==> config.mk <==
export PLATFORM = sky130hd
export DESIGN_NAME = boot_loader
export DESIGN_NICKNAME = d
export VERILOG_FILES = /design/src/rtl/boot_pkg.sv /design/src/rtl/boot_loader_word_assembler.sv /design/src/rtl/boot_loader.sv
export SDC_FILE = /design/constraint.sdc
export NUM_CORES = 1
export LEC_CHECK = 0
export ABC_AREA = 1
export CORE_MARGIN = 2
export CORE_UTILIZATION = 30
export DETAILED_ROUTE_END_ITERATION = 6
export PLACE_DENSITY = 0.58
export SLEW_MARGIN = 20
export SYNTH_ARGS = -nofsm -noshare
export SYNTH_HDL_FRONTEND = slang
export SYNTH_SLANG_ARGS = --single-unit
==> constraint.sdc <==
create_clock -name clk -period 1.84 [get_ports clk]
set_input_delay 0.276 -clock clk [delete_from_list [all_inputs] [get_ports clk]]
set_output_delay 0.276 -clock clk [all_outputs]
set_load 0.005 [all_outputs]
==> src/rtl/boot_pkg.sv <==
// Shared definitions for the boot loader: FSM state encoding and the
// byte/word geometry of the instruction stream.
package boot_pkg;

    // Bytes per instruction word, shifted in little-endian order.
    localparam int BYTE_LANES = 4;
    localparam int LANE_W     = $clog2(BYTE_LANES);

    // Width constants, independent of instruction encoding.
    localparam int BYTE_W  = 8;
    localparam int INSTR_W = BYTE_LANES * BYTE_W;

    typedef enum logic [2:0] {
        ST_IDLE  = 3'd0,
        ST_LEN   = 3'd1,
        ST_LOAD  = 3'd2,
        ST_WRITE = 3'd3,
        ST_CSUM  = 3'd4,
        ST_DONE  = 3'd5,
        ST_ERROR = 3'd6
    } boot_state_t;

endpackage

==> src/rtl/boot_loader_word_assembler.sv <==
// Byte-to-word assembler: shifts accepted bytes in little-endian order and
// flags the byte that completes a word so the FSM can schedule the write.
module word_assembler
    import boot_pkg::*;
#(
    parameter int WORD_W = INSTR_W
) (
    input  logic              clk,
    input  logic              reset,
    input  logic              clr,
    input  logic              byte_vld,
    input  logic [BYTE_W-1:0] byte_in,
    output logic [WORD_W-1:0] word,
    output logic              full
);

    logic [LANE_W-1:0] lane;

    // The byte being accepted now is the last lane of the current word.
    assign full = byte_vld && (lane == LANE_W'(BYTE_LANES - 1));

    // New bytes enter at the top so byte 0 ends up in bits [7:0] after four shifts.
    always_ff @(posedge clk) begin
        if (reset || clr) begin
            lane <= '0;
            word <= '0;
        end else if (byte_vld) begin
            lane <= lane + LANE_W'(1);
            word <= {byte_in, word[WORD_W-1:BYTE_W]};
        end
    end

endmodule

==> src/rtl/boot_loader.sv <==
// Boot loader: receives a length byte followed by little-endian instruction
// bytes, writes each word into instruction memory and holds the core in
// reset until the image is complete.
// Optional feature: define BOOT_CHECKSUM_EN to require a trailing XOR
// checksum byte before the core is released.
module boot_loader
    import boot_pkg::*;
#(
    parameter int ADDR_W = 5,
    parameter int WORD_W = 32
) (
    input  logic              clk,
    input  logic              reset,
    input  logic              start,
    input  logic              rx_valid,
    input  logic [7:0]        rx_data,
    output logic              rx_ready,
    output logic              im_we,
    output logic [ADDR_W-1:0] im_addr,
    output logic [WORD_W-1:0] im_wdata,
    output logic              cpu_reset,
    output logic              done,
    output logic              error
);

    // One extra bit so a full memory (N == 2^ADDR_W) is representable.
    localparam int LEN_W = ADDR_W + 1;
    localparam int WORDS = 2 ** ADDR_W;

`ifdef BOOT_CHECKSUM_EN
    localparam boot_state_t ST_FINAL = ST_CSUM;
    logic [7:0] csum;
`else
    localparam boot_state_t ST_FINAL = ST_DONE;
`endif

    boot_state_t      state;
    boot_state_t      nxt;
    logic             acc;
    logic             clr;
    logic             asm_vld;
    logic             asm_full;
    logic             last_word;
    logic [LEN_W-1:0] wcnt;
    logic [LEN_W-1:0] wcnt_inc;
    logic [LEN_W-1:0] len;

    assign acc       = rx_valid && rx_ready;
    assign clr       = start && (state == ST_IDLE || state == ST_DONE || state == ST_ERROR);
    assign asm_vld   = acc && (state == ST_LOAD);
    assign wcnt_inc  = wcnt + LEN_W'(1);
    assign last_word = (wcnt_inc == len);

    word_assembler #(
        .WORD_W (WORD_W)
    ) u_asm (
        .clk      (clk),
        .reset    (reset),
        .clr      (clr),
        .byte_vld (asm_vld),
        .byte_in  (rx_data),
        .word     (im_wdata),
        .full     (asm_full)
    );

    // Next-state decode; start is only honoured from IDLE, DONE and ERROR.
    always_comb begin
        nxt = state;
        case (state)
            ST_IDLE: begin
                if (start) nxt = ST_LEN;
            end
            ST_LEN: begin
                if (acc) begin
                    if (int'(rx_data) > WORDS) nxt = ST_ERROR;
                    else if (rx_data == 8'd0)  nxt = ST_FINAL;
                    else                       nxt = ST_LOAD;
                end
            end
            ST_LOAD: begin
                if (asm_full) nxt = ST_WRITE;
            end
            ST_WRITE: begin
                nxt = last_word ? ST_FINAL : ST_LOAD;
            end
`ifdef BOOT_CHECKSUM_EN
            ST_CSUM: begin
                if (acc) nxt = (rx_data == csum) ? ST_DONE : ST_ERROR;
            end
`endif
            ST_DONE, ST_ERROR: begin
                if (start) nxt = ST_LEN;
            end
            default: nxt = ST_IDLE;
        endcase
    end

    // State, registered outputs (decoded from the next state) and counters.
    always_ff @(posedge clk) begin
        if (reset) begin
            state     <= ST_IDLE;
            rx_ready  <= 1'b0;
            im_we     <= 1'b0;
            im_addr   <= '0;
            cpu_reset <= 1'b1;
            done      <= 1'b0;
            error     <= 1'b0;
            wcnt      <= '0;
            len       <= '0;
        end else begin
            state     <= nxt;
            rx_ready  <= (nxt == ST_LEN) || (nxt == ST_LOAD) || (nxt == ST_CSUM);
            im_we     <= (nxt == ST_WRITE);
            cpu_reset <= (nxt != ST_DONE);
            done      <= (nxt == ST_DONE);
            error     <= (nxt == ST_ERROR);

            if (clr) begin
                wcnt    <= '0;
                len     <= '0;
                im_addr <= '0;
            end
            if (state == ST_LEN && acc) len <= LEN_W'(rx_data);
            if (nxt == ST_WRITE) im_addr <= wcnt[ADDR_W-1:0];
            if (state == ST_WRITE) wcnt <= wcnt_inc;
        end
    end

`ifdef BOOT_CHECKSUM_EN
    // Running XOR over data bytes only; the length byte is excluded.
    always_ff @(posedge clk) begin
        if (reset || clr) csum <= 8'd0;
        else if (asm_vld) csum <= csum ^ rx_data;
    end
`endif

endmodule

[Yosys cells after proc, flatten, opt, wreduce, memory -nomap -nowiden]
Cells that the tools add are included.
Storage, ports and cells
  flip-flop bits (word level): 59
  input port bits: 12
  output and inout port bits: 42
  logic and storage cells: 56
Operators by class
  add/subtract/negate cells: 2
  $lt $le $gt $ge: 1
  eq/ne operators: 14
  muxes and demuxes: 12
  reductions and logical operators: 16
Operator list (count)
  $mux W3: 6
  $mux W6: 3
  $eq A3 B3 Y1 const B: 5
  $eq A3 B2 Y1 const B: 4
  $pmux W3 S4: 1
  $mux W5: 2
  $gt A8 B6 Y1 const B: 1
  $logic_not A8 Y1: 1
  $add A6 B1 Y6 const B: 1
  $eq A3 B1 Y1 const B: 2
  $eq A6 B6 Y1: 1
  $reduce_bool A2 Y1: 3
  $logic_and A1 B1 Y1: 5
  $logic_or A1 B1 Y1: 5
  $logic_not A3 Y1: 1
  $ne A3 B3 Y1 const B: 1
  $reduce_or A3 Y1: 1
  $add A2 B1 Y2 const B: 1
  $eq A2 B2 Y1 const B: 1

[Depth between registers and ports, before layout]
Gate-level depths: netlist of the first run.
  depth in word-level cells: 8
  gate-level depth with buffers: 14
  depth with buffers taken out: 14

[Cells and area by module]
Synthesis of the first run repeated with hierarchy kept, for this count alone.
Second synthesis, totals
  cells, all modules: 420
  area total of the unflattened synthesis: 2816.5 um2
By module, submodules not included
  word_assembler: instances 1, cells an instance 218, area each 1435.1 um2, sequential area each 680.7 um2
  boot_loader: instances 1, cells an instance 202, area each 1381.3 um2, sequential area each 500.5 um2

[Worst setup path before layout of the first run]
Ideal clock, no wire load.
  path type: flip-flop to flip-flop
  start: register wcnt[0]
  end: register error
  setup time: 0.128 ns
  data arrival time: 1.448 ns
  data required time: 1.712 ns
  path slack: 0.265 ns
  cell stages (with the launch flop): 11
  path buffers: 0
  period minus slack after synthesis: 1.575 ns
  cell sequence: dfxtp_1 ha_1 xor2_1 nor2_4 nand3_2 nor2_2 nand3_2 nand2_2 inv_1 nand2_1 nor2_1
On the way
  cells in the longest elaborated chain, start to end: 5
RTL lines
  start, declared: line boot_loader.sv:44  | logic [LEN_W-1:0] wcnt;
  start signal, assigned: line boot_loader.sv:125  | if (state == ST_WRITE) wcnt <= wcnt_inc;
  $add A6 B1 Y6: line boot_loader.sv:51  | assign wcnt_inc = wcnt + LEN_W'(1);
  $eq A6 B6 Y1: line boot_loader.sv:52  | assign last_word = (wcnt_inc == len);
  $mux W3: line boot_loader.sv:84  | nxt = last_word ? ST_FINAL : ST_LOAD;
  $pmux W3 S4: line boot_loader.sv:69  | case (state)
  $eq A3 B3 Y1: line boot_loader.sv:116  | error <= (nxt == ST_ERROR);
  end signal, assigned: line boot_loader.sv:116
  end, declared: line boot_loader.sv:23  | output logic error
Every way passes these cells.
A chain may end at the register's enable or synchronous reset.

[Final worst setup path of the first run]
Ends and elaborated chain as after synthesis.

==> flow_summary.toml, run 1 <==
[run_status]
run_status = "finished clean"

[synthesis]
yosysTopAreaCell = "dfxtp_1"
synthArstFlopShare_pct = 0
synth-edff-count = 0
netlist_top_cells_count = "nand2_1, dfxtp_1, a21oi_1"
synth_flop_cell = "dfxtp_1"
syn_area_per_cell_sq_um = 7.38
yosys-top-cells-area = "dfxtp_1, nand2_1, a21oi_1"
seq_area_frac_synth_pct = 47.0
synth_fp_nets = 355
yosysUniqueCellTypes = 27
syn-cell-area_sq_um = 2510
yosysWarnings = 0
synth_most_common_cell = "nand2_1"
synth_cells = 341
ys_ff_latch = 59
yosysTopAreaCellShare_pct = 47.0

[finish]
antenna_cells = 0
fin_area_sq_um = 3420
drive_gt1_share_pct = 14.1
synthToLayoutAreaGrowth_pct = 35.9
fin_nets = 419
fillers = 841

[pwr]
p_total_mw = 2.62
p_sw_uw = 638
p_per_area_nw_per_um2 = 767
clock_power_share_pct = 43.6
power.internal_mw = 1.98
seqPwrFrac_pct = 49.4
swShare_pct = 24.4
pwr-share-comb_pct = 7.0
vdd_ir_drop_max_mv = 0.454
p_leak_nw = 1.22

[sta]
slew_violations = 0
period_share_pct = 87.8
worstMarginPinSlew_ns = 0.544
setup_tns_ns = 0
setup_viol = 0
grt_setup_unrepaired = "false"
post-route-min-period_ns = 1.62
finalClockSkew_ns = 0.00890
fmax_mhz = 619
maxSlewHeadroom_pct = 63.7
final-hold-violation-count = 0
timing.final.ws_setup_ns = 0.225

[clock_network]
post_cts_resized = 0
cts_buffers = 9
clock-sinks = 59
clkTransAtPathRegs_ns = 0.07
cts_max_level = 3
clk_latency_ns = 0.33
cts_tree = "done"
cts-root-to-sink-buffers = 2
post-cts-setup-buffers = 0
root_buffer = "clkbuf_8"
ctsHoldBuffers = 0

[floorplan]
die_y_microns = 95.6
num_rows = 33
core_area_sq_um = 8180
die_area_sq_um = 9130
initial_core_util_pct = 30.8
ios = 54
fp.dieW_microns = 95.6

[worst_setup_path]
crit_buf_inv = 2
critPathTopFamily = "simple AND/OR/NAND/NOR gates"
crit_path_end_kind = "flop"
path_class = "reg2reg"
cp.arrival_ns = 1.83
path_cells = "ha_1 -> inv_1 -> nand2_1 -> nand2_1 -> nand2_1 -> nand2_1 -> nand3_2 -> nor2_2 -> nand3_2 -> nand2_2 -> inv_1 -> nand2_1 -> nor2_1"
worstPathRequired_ns = 2.06
start_kind = "flop"
worst_path_max_delay_cell = "dfxtp_1"
cp_common_cell = "nand2_1"
slowest_delay_ns = 0.31
worst-path-max-fanout = 5
r2r_start = "wcnt[0]"
startpoint = "wcnt[0]"

[global_routing]
grt_pass1_wl_mm = 9.78
grt_pass1_vias = 2069
grtUsageTotal_pct = 13.7
grt_overflow = 0
grt_start_max_net_pins = 35
antenna_found_initial = 0

[routing]
viasPerCell = 4.51
antenna_left = 0
vias = 2321
post_drt_wl_per_cell_microns = 11.5
drc = 0
dr.pass1.iters = 5
drtIter0Drc = 102
routed_wirelength_mm = 5.91

[placed_design]
dp_slack_ns = -0.0178
place.port_buffers = 53
gp_congestion = 0.792
placedInstanceArea_sq_um = 3220
dpl.hpwl_mm = 4.34

[worst_hold_path]
holdCritPathClass = "reg2reg"
min_from = "u_asm.word[2]"

[run]
max_cap_viol_count = 0
==> through the flow <==
| stage | cells | util [%] | hold slack [ns] |
|---|---|---|---|
| 6_report | 515 | 41.8 | 0.461 |
| 3_3_place_gp | 499 | 39.4 | 0.450 |
| 2_1_floorplan | 341 | - | 0.423 |
| 5_1_grt | 515 | 41.8 | 0.478 |
| 4_1_cts | 515 | 41.8 | 0.465 |
| 3_5_place_dp | 499 | 39.4 | 0.456 |
==> final cells by class <==
type | count | area, sq um | area share [%]
repair buffers | 67 | 648 | 19.0
clock inverters | 7 | 68.8 | 2.01
multi-input cells | 233 | 1130 | 33.1
inverters | 35 | 131 | 3.84
flip-flops and latches | 59 | 1180 | 34.6
clock buffers | 9 | 124 | 3.63
well taps | 105 | 131 | 3.84
==> final timing paths <==
path | end | slack, ns | cells after the start
setup / recovery | error | 0.22 | 13
hold / removal | u_asm.word[2] | 0.46 | 2
setup reg to reg | error | 0.22 | 13
hold reg to reg | u_asm.word[2] | 0.46 | 2
==> metal layers <==
layer | track usage [%] | up-vias | share of wire [%]
li1 | - | 1220 | -
met1 | 17.8 | 1046 | 46
met2 | 22.1 | 53 | 48
met3 | 3.00 | 2 | 5.7
met4 | 5.36 | 0 | 0.58
met5 | 0 | - | 0
==> tightest hold or removal path, stage by stage (launching register included) <==
cell,delay [ns]
dfxtp_1,0.31
nand2_1,0.06
a21oi_1,0.05
==> cell families after synthesis <==
| kind of cell | synth area share [%] |
|---|---|
| DFF | 47.0 |
| xor gates and xnor gates | 0.697 |
| adders and majority gates | 0.995 |
| AOI/OAI and AO/OA | 12.2 |
| and+or+nand+nor | 31.1 |
| buffers and inverters | 8.01 |
==> power groups by stage <==
stage | registers, mW | logic (mW) | clock network, mW
4_1_cts | 1.30 | 0.185 | 1.18
6_report | 1.30 | 0.183 | 1.14
5_1_grt | 1.30 | 0.206 | 1.25
2_1_floorplan | 1.32 | 0.100 | 0
3_3_place_gp | 1.33 | 0.183 | 0
3_5_place_dp | 1.33 | 0.184 | 0
==> sequential cells by signal, indices dropped and copies added, names as in the netlist <==
| name | count |
|---|---|
| u_asm.lane | 2 |
| im_we | 1 |
| state | 3 |
| wcnt | 6 |
| u_asm.word | 32 |
| len | 6 |
| error | 1 |
| cpu_reset | 1 |
| done | 1 |
| rx_ready | 1 |
| im_addr | 5 |
==> layout by cell type, fill, tap and decap left out <==
cell type          n
a21oi_1           50
and2_1             1
buf_12             1
buf_4             13
bufinv_16          1
clkbuf_8           9
clkdlybuf4s50_1   53
clkinv_2           3
clkinv_4           1
clkinvlp_4         2
dfxtp_1           59
ha_1               2
inv_1             28
inv_2              7
nand2_1          114
nand2_2            6
nand3_1           21
nand3_2            6
nand4_1            4
nor2_1             9
nor2_2             1
nor2_4             3
nor3_1             1
nor3_2             2
nor3_4             1
o21ai_0            3
o21ai_1            1
o21bai_2           1
o22ai_1            4
or2_2              1
xnor2_1            1
xor2_1             1
No activity file was read; power rests on OpenSTA's default activity.
==> run 2: changes to the inputs <==
--- a/config.mk
+++ b/config.mk
@@ -7,9 +7,9 @@
 export LEC_CHECK = 0
 export ABC_AREA = 1
 export CORE_MARGIN = 2
-export CORE_UTILIZATION = 30
+export CORE_UTILIZATION = 45
 export DETAILED_ROUTE_END_ITERATION = 6
-export PLACE_DENSITY = 0.58
+export PLACE_DENSITY = 0.78
 export SLEW_MARGIN = 20
 export SYNTH_ARGS = -nofsm -noshare
 export SYNTH_HDL_FRONTEND = slang
==> run 2 against run 1 <==
Via count decreased by 1.2%; cell area down 2.4%; clock-buffer cell count up 1; combinational power shrank 3%; register-to-register slack worse by 0.03 ns; critical path type unchanged; power is 5.2% lower; hold slack is essentially flat; sequential cell count unchanged; highest routed layer unchanged; sequential share of layout area rose by 0.84 points; clock power shrank 11%; utilization grew 20 points; setup slack worse by 0.032 ns.
==> flow_summary.toml, run 2 (synthesis results as in run 1) <==
[finish]
drive_gt1_share_pct = 13.5
largest_reg_flops = 32
final_cell_mix = "nand2_1, dfxtp_1, clkdlybuf4s50_1"
top_register = "u_asm.word"
antenna_cells = 0
fin_nets = 417
post-route-util_pct = 61.3
layout_commonest_cell = "nand2_1"
fin_cells = 479
fillers = 494
synthToLayoutAreaGrowth_pct = 32.6
reg_top3 = "u_asm.word: 32 flops, len: 6 flops, wcnt: 6 flops"

[worst_setup_path]
worstPathRequired_ns = 2.06
cp_common_cell = "nand2_1"
critPathTopFamily = "simple AND/OR/NAND/NOR gates"
cp.arrival_ns = 1.87
crit_buf_inv = 0
path_cells = "ha_1 -> xor2_1 -> nor2_4 -> nand2_1 -> nor2_1 -> nand3_1 -> nand2_1 -> nand2_1 -> nor2_1 -> nor3_2"
path_class = "reg2reg"
slowest_delay_ns = 0.34
worst_path_max_delay_cell = "ha_1"
worst-path-max-fanout = 2
crit_path_end_kind = "flop"
start_kind = "flop"

[floorplan]
ios = 54
fp.dieW_microns = 78.8
die_y_microns = 78.8
num_rows = 27
die_area_sq_um = 6200
initial_core_util_pct = 46.2
core_area_sq_um = 5440

[sta]
setup_viol = 0
period_share_pct = 89.5
grt_setup_unrepaired = "false"
slew_violations = 0
maxSlewHeadroom_pct = 65.4
post-route-min-period_ns = 1.65
final-hold-violation-count = 0
timing.final.ws_setup_ns = 0.193
worstMarginPinSlew_ns = 0.518
fmax_mhz = 607
setup_tns_ns = 0
finalClockSkew_ns = 0.00697

[pwr]
p_leak_nw = 1.20
pwr-share-comb_pct = 7.1
p_per_area_nw_per_um2 = 745
seqPwrFrac_pct = 52.2
power.internal_mw = 1.87
swShare_pct = 24.7
vdd_ir_drop_max_mv = 0.592
p_sw_uw = 614
clock_power_share_pct = 40.7

[clock_network]
root_buffer = "clkbuf_8"
post-cts-setup-buffers = 0
clkTransAtPathRegs_ns = 0.06
cts_buffers = 9
clk_latency_ns = 0.34
cts_tree = "done"
ctsHoldBuffers = 0
cts-root-to-sink-buffers = 2
clock-sinks = 59
post_cts_resized = 0
cts_max_level = 3

[placed_design]
place.port_buffers = 53
dpl.hpwl_mm = 3.93
dp.cells = 464
gp_congestion = 0.839
dp_slack_ns = 0.00234

[global_routing]
grt_pass1_wl_mm = 9.14
antenna_found_initial = 0
grtUsageTotal_pct = 19.0
grt_overflow = 0
grt_start_max_net_pins = 35
grt_pass1_vias = 2057

[run_status]
run_status = "finished clean"

[routing]
drc = 0
viasPerCell = 4.79
vias = 2293
routed_wirelength_mm = 5.51
antenna_left = 0
drtIter0Drc = 167
post_drt_wl_per_cell_microns = 11.5
dr.pass1.iters = 4

[run]
max_cap_viol_count = 0

[worst_hold_path]
holdCritPathClass = "reg2reg"
## run 2: cell types whose count changed in the layout (fill, tap and decap cells not counted), sizes merged
cell,delta
clkbuf,+1
buf,-2
bufinv,-1
clkinv,-1
## run 2: layer usage
metal	wire (microns)	global-route usage [%]	up-vias
li1	-	-	1214
met1	2520	24.1	1014
met2	2570	29.1	55
met3	292	4.43	10
met4	132	12.1	0
met5	0	0	-
## run 2: worst paths after layout
kind / start / end / slack [ns] / cells past startpoint
worst min register to register: u_asm.word[6] / u_asm.word[6] / 0.46 / 2
worst min-delay path: u_asm.word[6] / u_asm.word[6] / 0.46 / 2
worst max register to register: wcnt[0] / rx_ready / 0.19 / 10
worst max-delay path: wcnt[0] / rx_ready / 0.19 / 10
## run 2: worst register-to-register path: stages, from the launching register on
cell     delay (ns)
dfxtp_1        0.32
ha_1           0.34
xor2_1         0.18
nor2_4         0.10
nand2_1        0.06
nor2_1         0.12
nand3_1        0.09
nand2_1        0.07
nand2_1        0.06
nor2_1         0.15
nor3_2         0.06
## run 2: cell type report
cell class	instances	area, sq um	share of cell area [%]
Clock buffer	10	138	4.13
Multi-Input combinational cell	233	1130	33.9
Inverter	35	131	3.94
Timing Repair Buffer	65	633	19.0
Clock inverter	5	30.0	0.900
Tap cell	72	90.1	2.70
Sequential cell	59	1180	35.4
## run 2: metrics by stage
step | total power, mW | hold slack [ns] | cell area [sq um]
after floorplan | 1.42 | 0.423 | 2510
after global placement | 1.50 | 0.448 | 3170
after detailed placement | 1.50 | 0.452 | 3170
after CTS | 2.52 | 0.462 | 3340
after global routing | 2.59 | 0.476 | 3340
final | 2.48 | 0.460 | 3340
## run 2: power by group through the flow
stage,Clock (mW),Sequential [mW],Combinational [mW]
2_1_floorplan,0,1.32,0.100
3_3_place_gp,0,1.33,0.175
3_5_place_dp,0,1.33,0.177
4_1_cts,1.04,1.30,0.178
5_1_grt,1.10,1.30,0.197
6_report,1.01,1.30,0.177
==> run 3: changes to the inputs <==
--- a/config.mk
+++ b/config.mk
@@ -10,7 +10,6 @@
 export CORE_UTILIZATION = 45
 export DETAILED_ROUTE_END_ITERATION = 6
 export PLACE_DENSITY = 0.78
-export SLEW_MARGIN = 20
 export SYNTH_ARGS = -nofsm -noshare
 export SYNTH_HDL_FRONTEND = slang
 export SYNTH_SLANG_ARGS = --single-unit
==> results of run 3 <==
Final layout, timing and power as in run 2 (identical DEF).
